`config.mk`:
```
export PLATFORM = sky130hd
export DESIGN_NAME = rect_filler
export DESIGN_NICKNAME = d
export VERILOG_FILES = /design/src/rtl/rect_filler_pkg.sv /design/src/rtl/rect_clip.sv /design/src/rtl/rect_filler.sv
export SDC_FILE = /design/constraint.sdc
export NUM_CORES = 1
export LEC_CHECK = 0
export BUFFER_PORTS_ARGS = -buffer_cell sky130_fd_sc_hd__buf_4
export CAP_MARGIN = 30
export CORE_ASPECT_RATIO = 0.8
export CORE_MARGIN = 1.5
export CORE_UTILIZATION = 40
export DETAILED_ROUTE_END_ITERATION = 8
export GPL_ROUTABILITY_DRIVEN = 0
export GPL_TIMING_DRIVEN = 0
export HOLD_SLACK_MARGIN = 0.12
export RECOVER_POWER = 100
export SYNTH_ARGS = -nofsm -noshare
export SYNTH_HDL_FRONTEND = slang
export SYNTH_SLANG_ARGS = --single-unit
```
`constraint.sdc`:
```
create_clock -name clk -period 7.1 [get_ports clk]
set_input_delay 1.42 -clock clk [delete_from_list [all_inputs] [get_ports clk]]
set_output_delay 1.42 -clock clk [all_outputs]
set_load 0.005 [all_outputs]
```
`src/rtl/rect_filler_pkg.sv`:
```
// rect_filler_pkg: frame buffer geometry, pixel format and fill FSM encoding
// shared by the rectangle filler and the video renderer.
package rect_filler_pkg;
    localparam int FB_W  = 256;
    localparam int FB_H  = 192;
    localparam int RGB_W = 8;

    typedef enum logic [1:0] {S_IDLE, S_CLIP, S_FILL, S_DONE} state_t;

    // Checkerboard picks col1 on odd (x+y) parity.
    function automatic logic [RGB_W-1:0] pick_col(
        input logic             mode,
        input logic [RGB_W-1:0] col0,
        input logic [RGB_W-1:0] col1,
        input logic [7:0]       x,
        input logic [7:0]       y
    );
        return (mode && (x[0] ^ y[0])) ? col1 : col0;
    endfunction
endpackage

```
`src/rtl/rect_clip.sv`:
```
// rect_clip: clips a rectangle to the frame buffer and flags empty rectangles.
module rect_clip #(
    parameter int FB_W = 256,
    parameter int FB_H = 192
) (
    input  logic [7:0] x_i,
    input  logic [7:0] y_i,
    input  logic [8:0] w_i,
    input  logic [8:0] h_i,
    output logic [7:0] xe_o,
    output logic [7:0] ye_o,
    output logic       empty_o
);
    localparam logic [8:0] XM = 9'(FB_W - 1);
    localparam logic [8:0] YM = 9'(FB_H - 1);

    logic [8:0] xs, ys;

    assign xs      = {1'b0, x_i} + w_i - 9'd1;
    assign ys      = {1'b0, y_i} + h_i - 9'd1;
    assign xe_o    = (xs > XM) ? XM[7:0] : xs[7:0];
    assign ye_o    = (ys > YM) ? YM[7:0] : ys[7:0];
    assign empty_o = (w_i == 9'd0) || (h_i == 9'd0) || ({1'b0, y_i} > YM);
endmodule

```
`src/rtl/rect_filler.sv`:
```
// rect_filler: fills a clipped rectangle in the frame buffer, one pixel per
// cycle in row-major order, solid or checkerboard.
module rect_filler #(
    parameter int FB_W = rect_filler_pkg::FB_W,
    parameter int FB_H = rect_filler_pkg::FB_H
) (
    input  logic                              clk,
    input  logic                              rst,
    input  logic                              cmd_valid,
    output logic                              cmd_ready,
    input  logic [7:0]                        cmd_x,
    input  logic [7:0]                        cmd_y,
    input  logic [8:0]                        cmd_w,
    input  logic [8:0]                        cmd_h,
    input  logic                              cmd_mode,
    input  logic [rect_filler_pkg::RGB_W-1:0] cmd_col0,
    input  logic [rect_filler_pkg::RGB_W-1:0] cmd_col1,
    output logic                              b_w_en,
    output logic [15:0]                       b_w_ad,
    output logic [rect_filler_pkg::RGB_W-1:0] b_w_wd,
    output logic                              done
);
    import rect_filler_pkg::*;

    state_t           state_q;
    logic             ready_q, done_q, en_q, mode_q;
    logic [RGB_W-1:0] wd_q, c0_q, c1_q;
    logic [7:0]       cx_q, cy_q, x_q, y_q, xe, ye;
    logic [8:0]       w_q, h_q;
    logic             empty;

    rect_clip #(.FB_W(FB_W), .FB_H(FB_H)) u_clip (
        .x_i(x_q), .y_i(y_q), .w_i(w_q), .h_i(h_q),
        .xe_o(xe), .ye_o(ye), .empty_o(empty)
    );

    assign cmd_ready = ready_q;
    assign b_w_en    = en_q;
    assign b_w_ad    = {cy_q, cx_q};
    assign b_w_wd    = wd_q;
    assign done      = done_q;

    // Outputs are registered alongside the state, so b_w_en is high exactly in FILL.
    always_ff @(posedge clk) begin
        if (rst) begin
            state_q <= S_IDLE;
            ready_q <= 1'b0;
            done_q  <= 1'b0;
            en_q    <= 1'b0;
            wd_q    <= '0;
            cx_q    <= '0;
            cy_q    <= '0;
            x_q     <= '0;
            y_q     <= '0;
            w_q     <= '0;
            h_q     <= '0;
            mode_q  <= 1'b0;
            c0_q    <= '0;
            c1_q    <= '0;
        end else begin
            done_q <= 1'b0;
            en_q   <= 1'b0;
            case (state_q)
                S_IDLE: begin
                    ready_q <= 1'b1;
                    if (cmd_valid && ready_q) begin
                        ready_q <= 1'b0;
                        state_q <= S_CLIP;
                        x_q     <= cmd_x;
                        y_q     <= cmd_y;
                        w_q     <= cmd_w;
                        h_q     <= cmd_h;
                        mode_q  <= cmd_mode;
                        c0_q    <= cmd_col0;
                        c1_q    <= cmd_col1;
                    end
                end
                S_CLIP: begin
                    if (empty) begin
                        state_q <= S_DONE;
                        done_q  <= 1'b1;
                    end else begin
                        state_q <= S_FILL;
                        en_q    <= 1'b1;
                        cx_q    <= x_q;
                        cy_q    <= y_q;
                        wd_q    <= pick_col(mode_q, c0_q, c1_q, x_q, y_q);
                    end
                end
                S_FILL: begin
                    if (cx_q != xe) begin
                        en_q <= 1'b1;
                        cx_q <= cx_q + 8'd1;
                        wd_q <= pick_col(mode_q, c0_q, c1_q, cx_q + 8'd1, cy_q);
                    end else if (cy_q != ye) begin
                        en_q <= 1'b1;
                        cx_q <= x_q;
                        cy_q <= cy_q + 8'd1;
                        wd_q <= pick_col(mode_q, c0_q, c1_q, x_q, cy_q + 8'd1);
                    end else begin
                        state_q <= S_DONE;
                        done_q  <= 1'b1;
                    end
                end
                default: begin
                    state_q <= S_IDLE;
                    ready_q <= 1'b1;
                end
            endcase
        end
    end
endmodule

```
After elaboration in Yosys (flattened, before gate mapping). Index checks and enable logic that the tools add are counted.

Bitwise gates (word level): 3. Add/subtract/negate cells: 6. Muxes and demuxes: 32. Magnitude comparators: 3. Eq/ne operators: 10. Reductions and logical operators: 15.

Operators by type and width (number): $mux 8 (14); $pmux 8 s2 (3); $add 8x9->9 (2); $gt 9x8->1 const B (2); $logic_not 9->1 (2); $sub 9x1->9 const B (2); $add 8x1->8 const B (2); $ne 8x8->1 (2); $ne 2x2->1 const B (5); $gt 8x8->1 const B (1); $mux 1 (8); $mux 2 (3); $pmux 1 s2 (3); $pmux 2 s3 (1); $reduce_and 3->1 (2); $logic_and 1x1->1 (4); $reduce_and 4->1 (1); $ne 3x3->1 const B (1); $xor 1x1->1 (3); $eq 2x1->1 const B (1); $eq 2x2->1 const B (1); $logic_not 2->1 (1); $logic_or 1x1->1 (2); $reduce_and 2->1 (1); other kinds (2) (2).

Bits of input ports: 54. Register bits: 80.

Longest topological paths before layout.
Depth after elaboration: 8. Mapped depth: 17.

Modules after synthesis. A second synthesis with hierarchy kept.

Cells, all modules: 671. Area total of the unflattened synthesis: 5188.7 um^2.

Modules (own cells, without submodules): rect_filler (seq. area each 1601.5 um^2, times used 1, area an instance 3834.9 um^2, cells each 473); rect_clip (seq. area each 0.0 um^2, times used 1, area an instance 1353.8 um^2, cells each 198).

Least setup slack after synthesis. Ideal clock, no wire load.

Kind: register to register. Start point: register w_q[1]. End point: register wd_q[0], in the netlist b_w_wd[0]. Period minus slack after synthesis: 3.832 ns. Data required time: 6.962 ns. Slack: 3.268 ns. Stages on the path, launching flop included: 17. Data arrival time: 3.695 ns. Path through: dfxtp_1 inv_1 ha_1 inv_1 ha_1 fa_1 a211oi_2 nor4b_1 or3b_4 a211o_1 a32o_1 and4_1 buf_6 mux2_4 o21ai_4 mux2i_1 a211oi_2.

Word-level cells in the longest chain between the ends: 7. Elaborated cells on any way between the ends: 13.

RTL lines: start, declared (line rect_filler.sv:29) `logic [8:0] w_q, h_q;`; start signal, assigned (line rect_filler.sv:71) `w_q <= cmd_w;`; $add 8x9->9 (line rect_clip.sv:19) `assign xs = {1'b0, x_i} + w_i - 9'd1;`; $sub 9x1->9 (line rect_clip.sv:19); $gt 9x8->1 (line rect_clip.sv:21) `assign xe_o = (xs > XM) ? XM[7:0] : xs[7:0];`; $mux 8 (line rect_clip.sv:21); $ne 8x8->1 (line rect_filler.sv:91) `if (cx_q != xe) begin`; $ne 3x3->1 (no source line) / $mux 8 (equally long branches); $reduce_and 3->1 (no source line) / $pmux 8 s2 (equally long branches); end signal, assigned (line rect_filler.sv:87) `wd_q <= pick_col(mode_q, c0_q, c1_q, x_q, y_q);`; end signal, assigned (line rect_filler.sv:94) `wd_q <= pick_col(mode_q, c0_q, c1_q, cx_q + 8'd1, cy_q);`; end signal, assigned (line rect_filler.sv:99) `wd_q <= pick_col(mode_q, c0_q, c1_q, x_q, cy_q + 8'd1);`; end, declared (line rect_filler.sv:27) `logic [RGB_W-1:0] wd_q, c0_q, c1_q;`.

Parallel ways exist; a longest one is shown, timed or not. A chain may end at the register's enable or synchronous reset.

Worst setup path after layout.
Start point: register x_q[1]. End point: register wd_q[3], in the netlist b_w_wd[3].

Word-level cells in the longest chain between the ends: 7. Elaborated cells on any way between the ends: 9.

RTL lines: start, declared (line rect_filler.sv:28) `logic [7:0] cx_q, cy_q, x_q, y_q, xe, ye;`; start signal, assigned (line rect_filler.sv:69) `x_q <= cmd_x;`; $add 8x9->9 (*) (line rect_clip.sv:19); $sub 9x1->9 (*) (line rect_clip.sv:19); $gt 9x8->1 (line rect_clip.sv:21); $mux 8 (*) (line rect_clip.sv:21); $ne 8x8->1 (*) (line rect_filler.sv:91); $ne 3x3->1 (no source line) / $mux 8 (equally long branches); $reduce_and 3->1 (no source line) / $pmux 8 s2 (equally long branches).

Every way passes the cells marked *; elsewhere a longest branch is shown, timed or not.

==> flow_metrics.env <==
export IMPL_pwr_share_seq_pct=26.4
export IMPL_fin_cells=943
export IMPL_crit_path_end_kind="register"
export IMPL_synthCells=677
export IMPL_die_x_microns=129
export IMPL_design_area_sq_um=6140
export IMPL_drc_errors=0
export IMPL_nFillCells=1258
export IMPL_setup_viol=0
export IMPL_rsz0062_at_grt="false"
export IMPL_hold_viol=0
export IMPL_ys_ff_latch=80
export IMPL_hold_depth=2
export IMPL_areaGrowthSynthToFinish_pct=20.2
export IMPL_grt_pass1_wl_microns=24000
export IMPL_intPower_uw=1300
export IMPL_antenna_found_initial=0
export IMPL_cts_setup_buffers=0
export IMPL_io_buffers=79
export IMPL_crit_fanout=7
export IMPL_grt_pass1_vias=4795
export IMPL_cts_buffers=9
export IMPL_finalCritPeriodShare_pct=77.8
export IMPL_hpwl_microns=11600
export IMPL_crit_required_ns=7.33
export IMPL_power_density_nw_per_um2=382
export IMPL_whs_endpoint="c0_q[1]"
export IMPL_grt_start_max_net_pins=15
export IMPL_clock_sinks=80
export IMPL_cap_viol_max_count=1
export IMPL_skew_ns=0.00845
export IMPL_crit_arrival_ns=5.75
export IMPL_reg2regPathDepth=16
export IMPL_drive_above_1_share_pct=13.7
export IMPL_max_freq_mhz=181
export IMPL_yosys_warnings=0
export IMPL_core_area_sq_um=12300
export IMPL_critPathKind="reg -> reg"
export IMPL_fin_setup_tns_ns=0
export IMPL_clk_path_buf_depth=2
export IMPL_grt_use_total_pct=22.6
export IMPL_pin_count=81
export IMPL_placedCellCount=927
export IMPL_wirelength_microns=15000
export IMPL_r2r_end="b_w_wd[3]"
export IMPL_slew_limit_headroom_pct=-2.20
export IMPL_ys_types=64
export IMPL_h_tree_depth=3
export IMPL_p_clk_share_pct=18.6
export IMPL_r2r_start="x_q[1]"
export IMPL_hold_buffers=0
export IMPL_grt_ovfl_total=0
export IMPL_cts_resized=0
export IMPL_diodes=0
export IMPL_post_synth_cell_area_avg_sq_um=7.55
export IMPL_violations="capacitance limit, slew limit"
export IMPL_swShare_pct=44.4
export IMPL_yosysSeqAreaShare_pct=31.3
export IMPL_tightestPinTransition_ns=1.52
export IMPL_die_area_sq_um=13500
export IMPL_start_util_pct=41.5
export IMPL_nets=859
export IMPL_clk_pin_slew_worst_paths_ns=0.06
export IMPL_cts_tree="done"
export IMPL_synthArstFlopShare_pct=0
export IMPL_min_period_ns=5.52
export IMPL_ff2ff_setup_slack_ns=1.58
export IMPL_synth_nets=769
export IMPL_drt_iter0_markers=415
export IMPL_synth_area_sq_um=5110
export IMPL_min_delay_path_class="reg -> reg"
export IMPL_timing_hold_ws_ns=0.457
export IMPL_switchingPower_uw=1040
export IMPL_hp_start="c0_q[1]"
export IMPL_p_leak_uw=0.00245
export IMPL_comb_power_share_pct=54.9
export IMPL_rows=36
export IMPL_synth_edf_count=0
export IMPL_routed_via_density=5.34
export IMPL_die_h_microns=104
export IMPL_outcome="finished with violations"
export IMPL_root_buffer="clkbuf_16"
export IMPL_start_kind="register"
export IMPL_ys_flop_type="dfxtp_1"
export IMPL_placed_area_sq_um=5920
export IMPL_postRouteAntennaNets=0
export IMPL_wire_per_inst_microns=15.9
export IMPL_num_vias=5033
export IMPL_fin_util_pct=49.9
export IMPL_vdd_drop_max_uv=149
export IMPL_drt_pass1_iterations=5
export IMPL_drv_slew=8
export IMPL_clock_latency_ns=0.33
==> power by group through the flow <==
stage	Sequential [uW]	Combinational [uW]	Clock (uW)
after floorplan	602	954	0
after global placement	625	1260	0
after detailed placement	627	1290	0
after CTS	618	1300	442
after global routing	629	1430	466
final	619	1290	437
==> state kept, by name, indices dropped and copies added, names as in the netlist <==
register and cells:
done 1, cmd_ready 1, state_q 2, w_q 9
cx_q 8, b_w_en 1, cy_q 8, c0_q 8
y_q 8, x_q 8, b_w_wd 8, h_q 9
mode_q 1, c1_q 8
==> cells by family after synthesis <==
family / share of synthesized area, %
flip-flops: 31.3
AO/OA/AOI/OAI: 23.9
adder cells (fa/ha/maj): 9.60
XOR/XNOR: 3.80
buffers and inverters: 8.16
multiplexers: 2.28
AND/OR/NAND/NOR: 20.9
==> metal layers <==
metal	up-vias	track usage, %	share of wire (%)
li1	2525	-	-
met1	2326	33.5	50
met2	174	33.4	42
met3	8	4.48	7.3
met4	0	4.82	0.60
met5	-	0	0
==> through the flow <==
stage	power (uW)	setup slack, ns
6_report	2340	1.58
5_1_grt	2530	1.22
4_1_cts	2360	2.69
3_5_place_dp	1920	2.72
3_3_place_gp	1890	2.79
2_1_floorplan	1560	3.27
==> critical path: stages (launching register included) <==
cell and delay [ns]:
dfxtp_1 0.33, inv_1 0.07, ha_1 0.27, inv_1 0.04, ha_1 0.22, fa_1 0.41
a211oi_1 0.43, nor4b_1 0.11, or3b_2 0.50, a211o_1 0.31, a32o_1 0.27, and4_1 0.16
clkbuf_1 0.20, mux2_1 0.36, o21ai_0 1.16, mux2i_1 0.23, a211oi_1 0.34
==> synthesized netlist by cell type (6+ instances only) <==
cell / instances / area share (%)
nand3_1: 18 / 1.8
ha_1: 36 / 8.8
nor3_1: 14 / 1.4
a21oi_1: 85 / 8.3
o211ai_1: 6 / 0.88
mux2i_1: 9 / 1.8
nor2_1: 35 / 2.6
o21ai_0: 20 / 2.0
inv_1: 75 / 5.5
nand2_1: 121 / 8.9
a211oi_1: 9 / 1.3
nand2b_1: 15 / 1.8
a211oi_2: 8 / 2.0
and2_1: 6 / 0.73
xnor2_1: 12 / 2.1
clkbuf_1: 29 / 2.1
dfxtp_1: 80 / 31
o32ai_1: 8 / 1.4
and3_1: 6 / 0.73
==> cell type report <==
type | instances | area [sq um] | share of cell area (%)
multi-input cells | 489 | 3060 | 49.8
inverters | 75 | 282 | 4.58
plain buffers | 33 | 124 | 2.02
clock buffers | 10 | 239 | 3.89
flip-flops and latches | 80 | 1600 | 26.1
repair buffers | 79 | 582 | 9.47
well taps | 171 | 214 | 3.48
clock inverters | 6 | 42.5 | 0.693
==> layout by cell type, fill, tap and decap left out, drive strengths merged, types with 6 or more instances in the layout <==
cell    synthesis  final
and2            6      6
o32ai           8      8
nand3          18     18
o21ai          23     23
clkbuf         29     71
xnor2          12     12
buf             4     51
inv            75     77
nor3           14     14
a211oi         17     17
nor2           35     35
mux2i           9      9
o211ai          6      6
dfxtp          80     80
nand2         121    121
and3            6      6
a21oi          85     85
ha             36     36
nand2b         15     15
==> how the worst max path moves through the flow <==
stage,depth (start not counted),startpoint,endpoint
4_1_cts,16,h_q[1],cx_q[1]
2_1_floorplan,16,w_q[1],b_w_wd[0]
5_1_grt,16,x_q[1],b_w_wd[3]
6_report,16,x_q[1],b_w_wd[3]
3_3_place_gp,16,h_q[1],cx_q[1]
3_5_place_dp,16,h_q[1],b_w_wd[6]
No activity file was read; power rests on OpenSTA's default activity.
